==> config.mk <==
export PLATFORM = sky130hd
export DESIGN_NAME = ball_dropper
export DESIGN_NICKNAME = d
export VERILOG_FILES = /design/src/rtl/plinko_pkg.sv /design/src/rtl/lfsr16.sv /design/src/rtl/ball_dropper.sv
export SDC_FILE = /design/constraint.sdc
export NUM_CORES = 1
export LEC_CHECK = 0
export BUFFER_PORTS_ARGS = -buffer_cell sky130_fd_sc_hd__buf_2
export CORE_MARGIN = 2
export CORE_UTILIZATION = 50
export CTS_CLUSTER_DIAMETER = 50
export DETAILED_ROUTE_END_ITERATION = 16
export GPL_TIMING_DRIVEN = 0
export HOLD_SLACK_MARGIN = 0.1
export PLACE_DENSITY_LB_ADDON = 0.3
export SLEW_MARGIN = 30
export SYNTH_ARGS = -nofsm -noshare
export SYNTH_HDL_FRONTEND = slang
export SYNTH_SLANG_ARGS = --single-unit
==> constraint.sdc <==
create_clock -name clk -period 12.2 [get_ports clk]
set_input_delay 1.83 -clock clk [delete_from_list [all_inputs] [get_ports clk]]
set_output_delay 1.83 -clock clk [all_outputs]
set_load 0.01 [all_outputs]
==> src/rtl/plinko_pkg.sv <==
// plinko_pkg: shared types, constants and helpers for the Plinko board blocks.
package plinko_pkg;
    typedef enum logic [1:0] {IDLE, FALL, LAND} state_t;
    localparam logic [15:0] LFSR_TAPS = 16'hB400;
    localparam logic [15:0] DEFAULT_SEED = 16'hACE1;
    localparam int NUM_ROWS = 7;
    localparam int BIN_W = 3;
    localparam int COUNT_W = 5;

    function automatic logic [BIN_W-1:0] popcount7(input logic [NUM_ROWS-1:0] v);
        logic [BIN_W-1:0] c;
        c = '0;
        for (int i = 0; i < NUM_ROWS; i++)
            c = c + BIN_W'(v[i]);
        return c;
    endfunction
endpackage

==> src/rtl/lfsr16.sv <==
// lfsr16: free-running 16-bit right-shift Galois LFSR; a zero seed falls back to the default.
module lfsr16
    import plinko_pkg::*;
(
    input  logic        clk,
    input  logic        rst,
    input  logic [15:0] seed,
    output logic [15:0] q
);
    always_ff @(posedge clk)
        q <= rst ? (seed == '0 ? DEFAULT_SEED : seed) : (q >> 1) ^ (q[0] ? LFSR_TAPS : '0);
endmodule

==> src/rtl/ball_dropper.sv <==
// ball_dropper: launches LFSR-chosen peg paths, animates each ball row by row and
// strobes the landed path to the bin counter, capping total drops at MAX_BALLS.
module ball_dropper
    import plinko_pkg::*;
#(
    parameter int          ROW_CYCLES = 4,
    parameter int          MAX_BALLS  = 31,
    parameter logic [15:0] SEED       = 16'hACE1
)(
    input  logic                clk,
    input  logic                rst,
    input  logic                start,
    input  logic                auto_en,
    output logic [NUM_ROWS-1:0] rand_choice,
    output logic                ball_valid,
    output logic                busy,
    output logic [BIN_W-1:0]    row,
    output logic [BIN_W-1:0]    pos,
    output logic [COUNT_W-1:0]  balls_dropped,
    output logic                full
);
    localparam int TW = $clog2(ROW_CYCLES + 1);
    localparam logic [TW-1:0] TICK_MAX = TW'(ROW_CYCLES - 1);
    localparam logic [BIN_W-1:0] LAST_ROW = BIN_W'(NUM_ROWS - 1);
    localparam logic [COUNT_W-1:0] MAX_CNT = COUNT_W'(MAX_BALLS);

    state_t state, state_n;
    logic [TW-1:0] tick;
    logic [15:0] lfsr;
    logic launch, tick_tc;
    logic [NUM_ROWS-1:0] mask;

    lfsr16 u_lfsr (.clk(clk), .rst(rst), .seed(SEED), .q(lfsr));

    assign full = balls_dropped == MAX_CNT;

    always_comb begin
        launch  = state == IDLE && (start || auto_en) && !full;
        tick_tc = tick == TICK_MAX;
        state_n = launch ? FALL
                : (state == FALL && tick_tc && row == LAST_ROW) ? LAND
                : state == LAND ? IDLE
                : state;
        // rows already passed during FALL, the whole path once landed
        mask = state == LAND ? '1
             : state == FALL ? NUM_ROWS'((8'd1 << row) - 8'd1)
             : '0;
        pos = popcount7(rand_choice & mask);
    end

    always_ff @(posedge clk) begin
        if (rst) begin
            state         <= IDLE;
            tick          <= '0;
            row           <= '0;
            rand_choice   <= '0;
            balls_dropped <= '0;
            busy          <= 1'b0;
            ball_valid    <= 1'b0;
        end else begin
            state      <= state_n;
            busy       <= state_n != IDLE;
            ball_valid <= state_n == LAND;
            if (launch) begin
                rand_choice <= lfsr[NUM_ROWS-1:0];
                row         <= '0;
                tick        <= '0;
            end else if (state == FALL) begin
                tick <= tick_tc ? '0 : tick + 1'b1;
                if (tick_tc)
                    row <= row == LAST_ROW ? '0 : row + 1'b1;
            end
            if (state == LAND && balls_dropped != MAX_CNT)
                balls_dropped <= balls_dropped + 1'b1;
        end
    end
endmodule

==> results.toml <==
[yosys]
syn_nets = 192
synthAdderAreaFrac = 0.0832
ys_seq_area_frac = 0.443
yosys.area_share.simple = 0.240
synth_top_family_by_area = "simple AND/OR/NAND/NOR gates"
synthDistinctLibCells = 36
yosysWarnings = 0
syn_avg_cell_area_um2 = 9.58
muxShareOfSynthArea = 0.0532
synth_top_area_cell = "dfxtp_1"
synth_compound_area_frac = 0.0861
synthesis.area_mm2 = 0.00172
netlist.area_leader.share = 0.443
synth_xor_area_frac = 0.0408
ys_seq_elements = 38
synth.area.top_cells = "dfxtp_1 (44%), nor2_1 (5.0%), fa_1 (4.7%)"
synth_cells = 179

[timing]
hold_ws_ps = 429
clock.fmax_ghz = 0.171
worst_slew_pin_slew_ps = 442
slew_headroom = 0.705
setup_viol = 0
min_period_over_period = 0.480
hold_violations = 0
finalClockSkew_ps = 9.86
grt_setup_unrepaired = "false"
period_needed_ps = 5860
maxSlewViolCount = 0
finalSetupTns_ps = 0

[placed_design]
numPortBuffers = 24
dp.cells = 249
gp_congestion = 0.899
dp_hpwl_um = 2280

[critical_path]
arrival_ps = 4030
crit_required_ps = 10370
cp-end-kind = "output pin"
criticalPathCategory = "register to output pin"
reg2reg_slack_ps = 10340
cp-start-kind = "register"
path_max_fanout = 10

[clocking]
clk_latency_ps = 340
clkTransAtPathRegs_ps = 120
cts_buffer_depth = 2
cts_buffers = 5
postCtsHoldBufs = 0
cts_tree = "built"
clock-sinks = 38
cts_root_buf = "clkbuf_4"
cts_setup_buffers = 0
cts_resized = 0
cts.htree.levels = 2

[pwr]
p_int_uw = 204
max-vdd-ir-drop_mv = 0.105
seqPwrFrac = 0.514
p_leak_uw = 0.000894
pwr-share-comb = 0.077
switching_share = 0.213
net-switching-power_uw = 55.3
pwr-share-clk = 0.408
power.density_mw_per_mm2 = 130

[floorplan]
die_h_um = 62.6
core_mm2 = 0.00331
die-area_mm2 = 0.00392
start_util = 0.518
num_rows = 21
die_width_um = 62.6
io_pins = 25

[global_route]
antenna_found_initial = 0
grt_pass1_wl_um = 5270
first_global_vias = 1205
grt_start_max_net_pins = 14
grt_overflow = 0
track_usage = 0.168

[final_layout]
fillers = 316
final_cell_mix = "dfxtp_1 (38), buf_2 (28), nor2_1 (23)"
drive_above_1_share = 0.242
fin_cells = 257
area_delta_synth_final_pct = 16.6
layout.nets = 223
final_common_cell = "dfxtp_1"
antenna_cells = 0

[detailed_routing]
viasPerCell = 5.00
vias = 1285
routed_wl_um = 3100
wl_per_cell_um = 12.1
ant_nets = 0
drt_first_pass_iters = 4
drcViolationCount = 0
drt_iter0_markers = 76

[hold_path]
hold_path_class = "register to register"

[status]
status = "finished, final reports clean"

[run]
cap_violations = 0
-- area by class of cell --
cell class	instances	area (um^2)	area share
clock buffer	5	37.5	0.0188
sequential	38	761	0.380
buffer	10	65.1	0.0325
multi-input combinational	124	863	0.432
inverter	7	26.3	0.0131
tap	46	57.6	0.0288
clock inverter	3	68.8	0.0344
timing repair buffer	24	120	0.0601
-- flip-flops by register name, indices dropped and copies added (netlist names) --
| name | cells |
|---|---|
| row | 3 |
| u_lfsr.q | 16 |
| tick | 3 |
| rand_choice | 7 |
| busy | 1 |
| state | 2 |
| balls_dropped | 5 |
| ball_valid | 1 |
-- synth_stat cells --
| master | n |
|---|---|
| nor3b_4 | 1 |
| nand4_1 | 2 |
| or2_2 | 6 |
| a211oi_1 | 2 |
| fa_1 | 4 |
| nor2_1 | 23 |
| nor4_2 | 1 |
| nor3b_1 | 1 |
| a21oi_1 | 10 |
| xnor2_1 | 6 |
| o21ai_0 | 7 |
| and3_1 | 1 |
| dfxtp_1 | 38 |
| o311ai_0 | 1 |
| inv_1 | 7 |
| nor2b_1 | 10 |
| and2b_1 | 1 |
| and2_1 | 2 |
| or3b_1 | 1 |
| buf_6 | 3 |
| buf_2 | 4 |
| or3_1 | 1 |
| nand4bb_4 | 1 |
| a31oi_1 | 1 |
| ha_1 | 5 |
| nor3_1 | 1 |
| xor2_1 | 2 |
| o41ai_2 | 1 |
| nand2b_1 | 5 |
| mux2i_1 | 8 |
| mux2_2 | 1 |
| or2_4 | 1 |
| o2111ai_1 | 1 |
| nand2_1 | 16 |
| clkbuf_1 | 3 |
| a22oi_1 | 1 |
-- power groups by stage --
| stage | registers [uW] | logic [uW] | clock network (uW) |
|---|---|---|---|
| 5_1_grt | 134 | 22.0 | 112 |
| 3_3_place_gp | 136 | 19.7 | 0 |
| 3_5_place_dp | 136 | 20.0 | 0 |
| 4_1_cts | 133 | 20.2 | 107 |
| 2_1_floorplan | 136 | 14.4 | 0 |
| 6_report | 133 | 20.0 | 106 |
-- stage by stage --
| stage | power, uW | worst slack [ps] | area, um^2 | util |
|---|---|---|---|---|
| floorplan | 150 | 6900 | 1720 | - |
| detailed placement | 156 | 6720 | 1890 | 0.572 |
| finish | 259 | 6340 | 2000 | 0.604 |
| CTS | 261 | 6330 | 2000 | 0.604 |
| global route | 268 | 6090 | 2000 | 0.604 |
| global placement | 156 | 6750 | 1890 | 0.572 |
-- worst max-delay path: stages, from the launching register on --
cell and delay, ps:
dfxtp_1 370, buf_2 190, or3_1 380, ha_1 300, o21ai_0 150, nand2_1 90, fa_1 530, inv_1 50
fa_1 530, inv_1 50, fa_1 410, inv_1 70, fa_1 400, buf_2 150
-- kinds of logic after synthesis --
| family | Yosys count |
|---|---|
| AOI/OAI and AO/OA | 24 |
| DFF | 38 |
| buffers and inverters | 17 |
| xor gates and xnor gates | 8 |
| adders and majority gates | 9 |
| muxes | 9 |
| and+or+nand+nor | 74 |
-- worst paths after layout --
path	startpoint	to	depth (start not counted)
max	row[0]	pos[1]	13
min	u_lfsr.q[8]	u_lfsr.q[7]	1
max reg2reg	balls_dropped[0]	state[1]	8
min reg2reg	u_lfsr.q[8]	u_lfsr.q[7]	1
-- metal layers --
metal	part of all wire	global-route usage
met5	0	0
met4	0.0058	0.0583
met3	0.042	0.0505
met2	0.51	0.292
met1	0.45	0.198
(Power assumes the default switching activity.)
